`src/rtl/fmv_pixel_pacer.sv`:
```
// rtl/fmv_pixel_pacer.sv - pixel FIFO with per-line crop and newpixel-paced output; optional stats: FMV_PIXEL_PACER_STATS_EN
module fmv_pixel_pacer #(
  parameter int DEPTH = 8,
  parameter int PIXW  = 24
) (
  input  logic            clk30,
  input  logic            reset_n,
  input  logic            newpixel,
  input  logic            line_start,
  input  logic            in_valid,
  input  logic [PIXW-1:0] in_data,
  output logic            in_ready,
  input  logic [9:0]      crop_left,
  input  logic [9:0]      width,
  output logic            out_valid,
  output logic [PIXW-1:0] out_pixel,
  output logic            line_active,
  output logic            underflow,
  output logic [15:0]     underflow_count
);

  localparam int AW = $clog2(DEPTH);

  typedef enum logic [1:0] {
    ST_IDLE   = 2'd0,
    ST_SKIP   = 2'd1,
    ST_ACTIVE = 2'd2,
    ST_DONE   = 2'd3
  } state_t;

  state_t          state_q, state_d;

  // FIFO storage and pointers (extra MSB distinguishes full from empty)
  logic [PIXW-1:0] mem_q [DEPTH];
  logic [AW:0]     wr_ptr_q, wr_ptr_d;
  logic [AW:0]     rd_ptr_q, rd_ptr_d;
  logic            fifo_empty;
  logic            fifo_full;
  logic            push;
  logic            pop;
  logic [PIXW-1:0] head_data;

  // Per-line latched geometry and progress counters
  logic [9:0]      crop_q, crop_d;
  logic [9:0]      width_q, width_d;
  logic [9:0]      skip_cnt_q, skip_cnt_d;
  logic [9:0]      out_cnt_q, out_cnt_d;

  // Output registers
  logic            out_valid_q, out_valid_d;
  logic [PIXW-1:0] out_pixel_q, out_pixel_d;
  logic            underflow_q, underflow_d;

  // FSM-decoded actions for the current cycle
  logic            skip_pop;
  logic            act_strobe;
  logic            blank;

  assign fifo_empty = (wr_ptr_q == rd_ptr_q);
  assign fifo_full  = (wr_ptr_q[AW] != rd_ptr_q[AW]) &&
                      (wr_ptr_q[AW-1:0] == rd_ptr_q[AW-1:0]);
  assign head_data  = mem_q[rd_ptr_q[AW-1:0]];

  // in_ready is forced low while reset is asserted, not just when full
  assign in_ready   = reset_n && !fifo_full;
  assign push       = in_valid && in_ready;
  assign pop        = skip_pop || (act_strobe && !fifo_empty);

  assign out_valid   = out_valid_q;
  assign out_pixel   = out_pixel_q;
  assign underflow   = underflow_q;
  assign line_active = (state_q == ST_SKIP) || (state_q == ST_ACTIVE);

  // FSM state register
  always_ff @(posedge clk30 or negedge reset_n) begin
    if (!reset_n) begin
      state_q <= ST_IDLE;
    end else begin
      state_q <= state_d;
    end
  end

  // FSM next-state: line_start restarts the line from any state
  always_comb begin
    state_d = state_q;
    if (line_start) begin
      if (crop_left != 10'd0) begin
        state_d = ST_SKIP;
      end else if (width != 10'd0) begin
        state_d = ST_ACTIVE;
      end else begin
        state_d = ST_DONE;
      end
    end else begin
      case (state_q)
        ST_SKIP: begin
          if (!fifo_empty && (skip_cnt_q == crop_q - 10'd1)) begin
            state_d = (width_q != 10'd0) ? ST_ACTIVE : ST_DONE;
          end
        end
        ST_ACTIVE: begin
          if (newpixel && (out_cnt_q == width_q - 10'd1)) begin
            state_d = ST_DONE;
          end
        end
        default: state_d = state_q;
      endcase
    end
  end

  // FSM outputs: a coincident line_start suppresses both skipping and output
  always_comb begin
    skip_pop   = 1'b0;
    act_strobe = 1'b0;
    blank      = 1'b0;
    if (!line_start) begin
      case (state_q)
        ST_SKIP:   skip_pop   = !fifo_empty;
        ST_ACTIVE: act_strobe = newpixel;
        default: begin
          skip_pop   = 1'b0;
          act_strobe = 1'b0;
        end
      endcase
    end
    blank = act_strobe && fifo_empty;
  end

  // Next values for pointers, counters and output registers
  always_comb begin
    wr_ptr_d    = wr_ptr_q;
    rd_ptr_d    = rd_ptr_q;
    crop_d      = crop_q;
    width_d     = width_q;
    skip_cnt_d  = skip_cnt_q;
    out_cnt_d   = out_cnt_q;
    out_valid_d = act_strobe;
    out_pixel_d = out_pixel_q;
    underflow_d = underflow_q || blank;

    if (push) begin
      wr_ptr_d = wr_ptr_q + 1'b1;
    end
    if (pop) begin
      rd_ptr_d = rd_ptr_q + 1'b1;
    end

    if (line_start) begin
      crop_d     = crop_left;
      width_d    = width;
      skip_cnt_d = 10'd0;
      out_cnt_d  = 10'd0;
    end else begin
      if (skip_pop) begin
        skip_cnt_d = skip_cnt_q + 10'd1;
      end
      if (act_strobe) begin
        out_cnt_d = out_cnt_q + 10'd1;
      end
    end

    if (act_strobe) begin
      out_pixel_d = fifo_empty ? '0 : head_data;
    end
  end

  // Control and datapath registers
  always_ff @(posedge clk30 or negedge reset_n) begin
    if (!reset_n) begin
      wr_ptr_q    <= '0;
      rd_ptr_q    <= '0;
      crop_q      <= 10'd0;
      width_q     <= 10'd0;
      skip_cnt_q  <= 10'd0;
      out_cnt_q   <= 10'd0;
      out_valid_q <= 1'b0;
      out_pixel_q <= '0;
      underflow_q <= 1'b0;
    end else begin
      wr_ptr_q    <= wr_ptr_d;
      rd_ptr_q    <= rd_ptr_d;
      crop_q      <= crop_d;
      width_q     <= width_d;
      skip_cnt_q  <= skip_cnt_d;
      out_cnt_q   <= out_cnt_d;
      out_valid_q <= out_valid_d;
      out_pixel_q <= out_pixel_d;
      underflow_q <= underflow_d;
    end
  end

  // FIFO storage write; contents need no reset since pointers define validity
  always_ff @(posedge clk30) begin
    if (push) begin
      mem_q[wr_ptr_q[AW-1:0]] <= in_data;
    end
  end

`ifdef FMV_PIXEL_PACER_STATS_EN
  logic [15:0] uf_cnt_q, uf_cnt_d;

  // Next blank-pixel count, saturating at all-ones
  always_comb begin
    uf_cnt_d = uf_cnt_q;
    if (blank && (uf_cnt_q != 16'hFFFF)) begin
      uf_cnt_d = uf_cnt_q + 16'd1;
    end
  end

  // Blank-pixel counter register
  always_ff @(posedge clk30 or negedge reset_n) begin
    if (!reset_n) begin
      uf_cnt_q <= 16'd0;
    end else begin
      uf_cnt_q <= uf_cnt_d;
    end
  end

  assign underflow_count = uf_cnt_q;
`else
  assign underflow_count = 16'd0;
`endif

endmodule

```
`config.mk`:
```
export PLATFORM = sky130hd
export DESIGN_NAME = fmv_pixel_pacer
export DESIGN_NICKNAME = d
export VERILOG_FILES = /design/src/rtl/fmv_pixel_pacer.sv
export SDC_FILE = /design/constraint.sdc
export NUM_CORES = 1
export LEC_CHECK = 0
export CAP_MARGIN = 0
export CORE_UTILIZATION = 25
export CTS_CLUSTER_DIAMETER = 120
export DETAILED_ROUTE_END_ITERATION = 8
export PLACE_DENSITY = 0.53
export SYNTH_ARGS = -nofsm -noshare
export SYNTH_HDL_FRONTEND = slang
export SYNTH_SLANG_ARGS = --single-unit
```
`constraint.sdc`:
```
create_clock -name clk30 -period 9.79 [get_ports clk30]
set_clock_uncertainty 0.15 [all_clocks]
set_input_delay 2.937 -clock clk30 [delete_from_list [all_inputs] [get_ports clk30]]
set_output_delay 2.937 -clock clk30 [all_outputs]
set_load 0.005 [all_outputs]
```
* Word-level counts from Yosys, hierarchy flattened
Memory sizes are Yosys's and may differ from the RTL's.
Index checks and enable logic that the tools add are counted.
Widths: inputs -> output; s select.
** Word-level totals
- Bits of input ports :: 49
- Output and inout port bits :: 44
- Memory bits (writable) :: 192
- Memories kept :: 1
- Bits in registers :: 76
** Memory list
- mem_q :: words 8, width 24, read ports 1, clocked after Yosys merged registers in 0, write ports 1, RTL line 34 : logic [PIXW-1:0] mem_q [DEPTH];
** Cells by class
- Multiplexer cells :: 18
- Add/subtract/negate cells :: 6
- Reductions and logical operators :: 19
- Equality and inequality tests :: 9
** Operators by type and width (number)
- $mux 10 :: 4
- $reduce_bool 10->1 :: 3
- $mux 24 :: 1
- $add 10x1->10 const B :: 2
- $eq 10x10->1 :: 2
- $sub 10x1->10 const B :: 2
- $add 4x1->4 const B :: 2
- $mux 1 :: 8
- $mux 2 :: 4
- $logic_and 1x1->1 :: 7
- $ne 3x2->1 const B :: 2
- $eq 4x4->1 :: 1
- $pmux 2 s2 :: 1
- $reduce_bool 2->1 :: 2
- $eq 3x3->1 :: 1
- $logic_or 1x1->1 :: 3
- $reduce_and 3->1 :: 1
- $reduce_bool 3->1 :: 1
- $eq 2x1->1 const B :: 1
- $eq 2x2->1 const B :: 1
- $logic_not 1->1 :: 2
- $ne 1x1->1 :: 1

* Longest topological paths before layout
- Depth in word-level cells :: 7
- Mapped depth :: 9

* Worst setup path before layout
OpenSTA, ideal clock, no wires.
- Path kind :: in2out
- From :: in reset_n
- To :: out in_ready
- Arrival time :: 3.055 ns
- Slack :: 3.648 ns
- Buffers on the path :: 0
- Stages on the path :: 1
- Path through :: o21a_1
** On the way
- Longest elaborated chain between the ends :: 1
** RTL lines
- start, declared :: RTL line 7 : input logic reset_n,
- $logic_and 1x1->1 :: RTL line 65 : assign in_ready = reset_n && !fifo_full;
- end, declared :: RTL line 12 : output logic in_ready,
Every way passes these cells.

* Worst setup path in the final report
Same ends and word-level chain as after synthesis.

==> results.py <==
metrics = {
    "drt": {
        "drc_errors": 0,
        "post_drt_wl_per_cell_um": 17.4,
        "first_iter_violations": 372,
        "postRouteAntennaNets": 0,
        "vias": 6009,
        "vias_per_cell": 4.28,
        "wl_um": 24400,
        "drt_pass1_iterations": 4,
    },
    "global_route": {
        "grt_pass1_vias": 6193,
        "track_usage_pct": 10.9,
        "grt_pass1_wl_um": 37200,
        "grt_overflow": 0,
        "antenna_found_initial": 2,
        "grt_max_degree": 53,
    },
    "synthesis": {
        "synth_flop_cell": "edfxtp_1",
        "synth-seq-cells": 268,
        "synthMuxAreaShare_pct": 13.6,
        "synth.top_cell.area_share_pct": 51.4,
        "yosysWarnings": 0,
        "syn_area_um2": 11200,
        "synthTopCellsByArea": "edfxtp_1 (51%), dfrtp_1 (17%), mux4_2 (9.6%)",
        "yosys.area_share.simple_pct": 6.57,
        "postSynthCellCount": 701,
        "yosysUniqueCellTypes": 51,
        "synth-async-reset-ratio_pct": 28.4,
        "synth_compound_area_share_pct": 3.98,
        "syn_avg_cell_area_um2": 16.0,
        "synth-xor-area-share_pct": 3.67,
        "synth_top_family_by_area": "multiplexers",
        "synth-adder-area-share_pct": 1.00,
        "synth_top_area_cell": "edfxtp_1",
        "seq_area_frac_synth_pct": 68.3,
        "synth-edff-count": 192,
    },
    "clocking": {
        "h-tree-depth": 1,
        "path_clk_slew_ns": 0.05,
        "cts_sinks": 268,
        "cts_setup_buffers": 0,
        "ctsHoldBuffers": 0,
        "ctsResizeCount": 0,
        "cts_tree": "built",
        "cts_buffers": 28,
        "clock_tree.root_cell": "clkbuf_16",
        "ctsLongestPathBuffers": 3,
        "clock_latency_ns": 0.58,
    },
    "final_layout": {
        "area_growth_syn_to_layout_pct": 20.5,
        "finalNonFillerCells": 1403,
        "seqCellArea_um2": 7670,
        "fin_nets": 847,
        "diodes": 0,
        "drive_above_1_share_pct": 16.2,
        "multi_input_area_um2": 3310,
        "fillers": 4384,
    },
    "pwr": {
        "power.density_nw_per_um2": 242,
        "p_leak_nw": 4.69,
        "peakVddDrop_uv": 136,
    },
    "timing": {
        "tightest_slew_ns": 0.999,
        "slew_headroom_pct": 33.2,
        "setup_tns_ns": 0,
        "finalCritPeriodShare_pct": 72.5,
        "period_minus_slack_ns": 7.10,
        "rsz0062_at_grt": "false",
        "finalHoldViolCount": 0,
        "slew_viol_final": 0,
        "setup_violations": 0,
        "max_freq_mhz": 141,
    },
    "placement": {
        "io_buffer_count": 76,
        "placed_cells": 1351,
        "gp_congestion": 0.748,
        "dp.final_hpwl_um": 14700,
    },
    "worst_setup_path": {
        "r2r_slack_ns": 6.27,
        "cp_max_fo": 29,
        "crit_type": "in -> out",
        "crit_required_ns": 6.70,
        "worst_setup_path_end_kind": "output pin",
        "cp_data_arrival_time_ns": 4.01,
        "crit_path_start_kind": "input port",
    },
    "floorplan": {
        "coreArea_um2": 44200,
        "start_util_pct": 25.4,
        "num_io_pins": 93,
        "die_h_um": 214,
        "die_w_um": 214,
        "die_area_um2": 45700,
        "row_count": 77,
    },
    "run_status": {
        "status": "finished clean",
    },
    "worst_hold_path": {
        "hp-class": "reg -> reg",
    },
    "run": {
        "cap_violations": 0,
    },
}
==> logic make-up after synthesis <==
| kind of cell | count (synthesis) |
|---|---|
| buffers and inverters | 64 |
| DFF | 268 |
| AOI/OAI and AO/OA | 73 |
| other | 1 |
| muxes | 90 |
| xor gates and xnor gates | 47 |
| adders and majority gates | 9 |
| and+or+nand+nor | 149 |
==> layout by cell type, fill, tap and decap left out, drive strengths merged, types with 7 or more instances in the layout <==
| cell | count |
|---|---|
| inv | 16 |
| xnor2 | 27 |
| xor2 | 20 |
| nor3 | 9 |
| mux2i | 26 |
| edfxtp | 192 |
| nand4 | 7 |
| o21ai | 38 |
| clkinv | 8 |
| mux4 | 48 |
| a21oi | 10 |
| mux2 | 16 |
| dfrtp | 76 |
| buf | 17 |
| conb | 16 |
| nand2 | 52 |
| nand3 | 11 |
| clkdlybuf4s50 | 74 |
| nor2 | 28 |
| clkbuf | 43 |
| nor4 | 8 |
| ha | 9 |
==> flip-flops by register name (all words and copies together), names as in the netlist <==
name / cells
crop_q: 10
mem_q: 192
out_cnt_q: 10
out_pixel: 24
out_valid: 1
rd_ptr_q: 4
skip_cnt_q: 10
state_q: 2
underflow: 1
width_q: 10
wr_ptr_q: 4
==> metrics by stage <==
step | worst slack (ns) | area (µm²) | utilization (%) | hold WS (ns) | power, mW
2_1_floorplan | 3.65 | 11300 | - | 0.316 | 2.00
3_3_place_gp | 2.67 | 12700 | 28.6 | 0.313 | 2.29
3_5_place_dp | 2.66 | 12700 | 28.6 | 0.324 | 2.30
4_1_cts | 2.65 | 13500 | 30.6 | 0.336 | 3.32
5_1_grt | 2.55 | 13500 | 30.6 | 0.375 | 3.44
6_report | 2.69 | 13500 | 30.6 | 0.329 | 3.27
==> per-layer routing <==
layer	global-route usage [%]	vias to the layer above	wire length, µm
met3	2.64	31	1170
met5	0	-	26
li1	-	2812	-
met2	17.7	111	11500
met1	14.6	3051	11200
met4	2.39	4	431
==> power by group <==
part / total [mW] / switching (mW) / internal (mW) / leakage [nW]
sequential: 1.45 / 0.0943 / 1.36 / 2.70
clock: 1.01 / 0.437 / 0.574 / 0.421
combinational: 0.800 / 0.387 / 0.412 / 1.57
==> worst max-delay path, cell delays in order <==
cell             delay [ns]
buf_4                  0.36
o21a_1                 0.21
clkdlybuf4s50_1        0.50
==> area by class of cell <==
type	count	share of cell area (%)
flip-flops and latches	268	56.7
inverters	16	0.444
clock buffers	43	5.75
clock inverters	9	0.703
repair buffers	91	6.40
well taps	592	5.48
multi-input cells	384	24.5
==> worst paths after layout <==
check,start,endpoint,cells past startpoint
setup / recovery,reset_n,in_ready,3
min in group asynchronous,reset_n,out_pixel[21]$_DFFE_PN0P_,1
setup reg to reg,rd_ptr_q[1]$_DFFE_PN0P_,mem_q[4][0]$_DFFE_PP_,8
hold / removal,out_pixel[19]$_DFFE_PN0P_,out_pixel[19]$_DFFE_PN0P_,2
hold reg to reg,out_pixel[19]$_DFFE_PN0P_,out_pixel[19]$_DFFE_PN0P_,2
max in group asynchronous,reset_n,rd_ptr_q[0]$_DFFE_PN0P_,2
==> synthesized netlist by cell type, drive strengths merged (2+ instances only) <==
library cell and instances:
nor3 9, nand2b 6, a21oi 10, nor2 28
o21ai 38, inv 16, a31oi 5, mux4 48
clkbuf 21, nand4 7, nor4 8, a211oi 2
o211ai 4, nand4b 2, nand2 52, nand3b 3
nor2b 3, buf 27, and2 6, mux2 16
and3 2, mux2i 26, a21o 2, or3 6
a221oi 2, ha 9, dfrtp 76, xor2 20
nand3 11, edfxtp 192, o21a 2, nor4b 3
xnor2 27
Note: power is estimated with default switching activity, not from simulation.
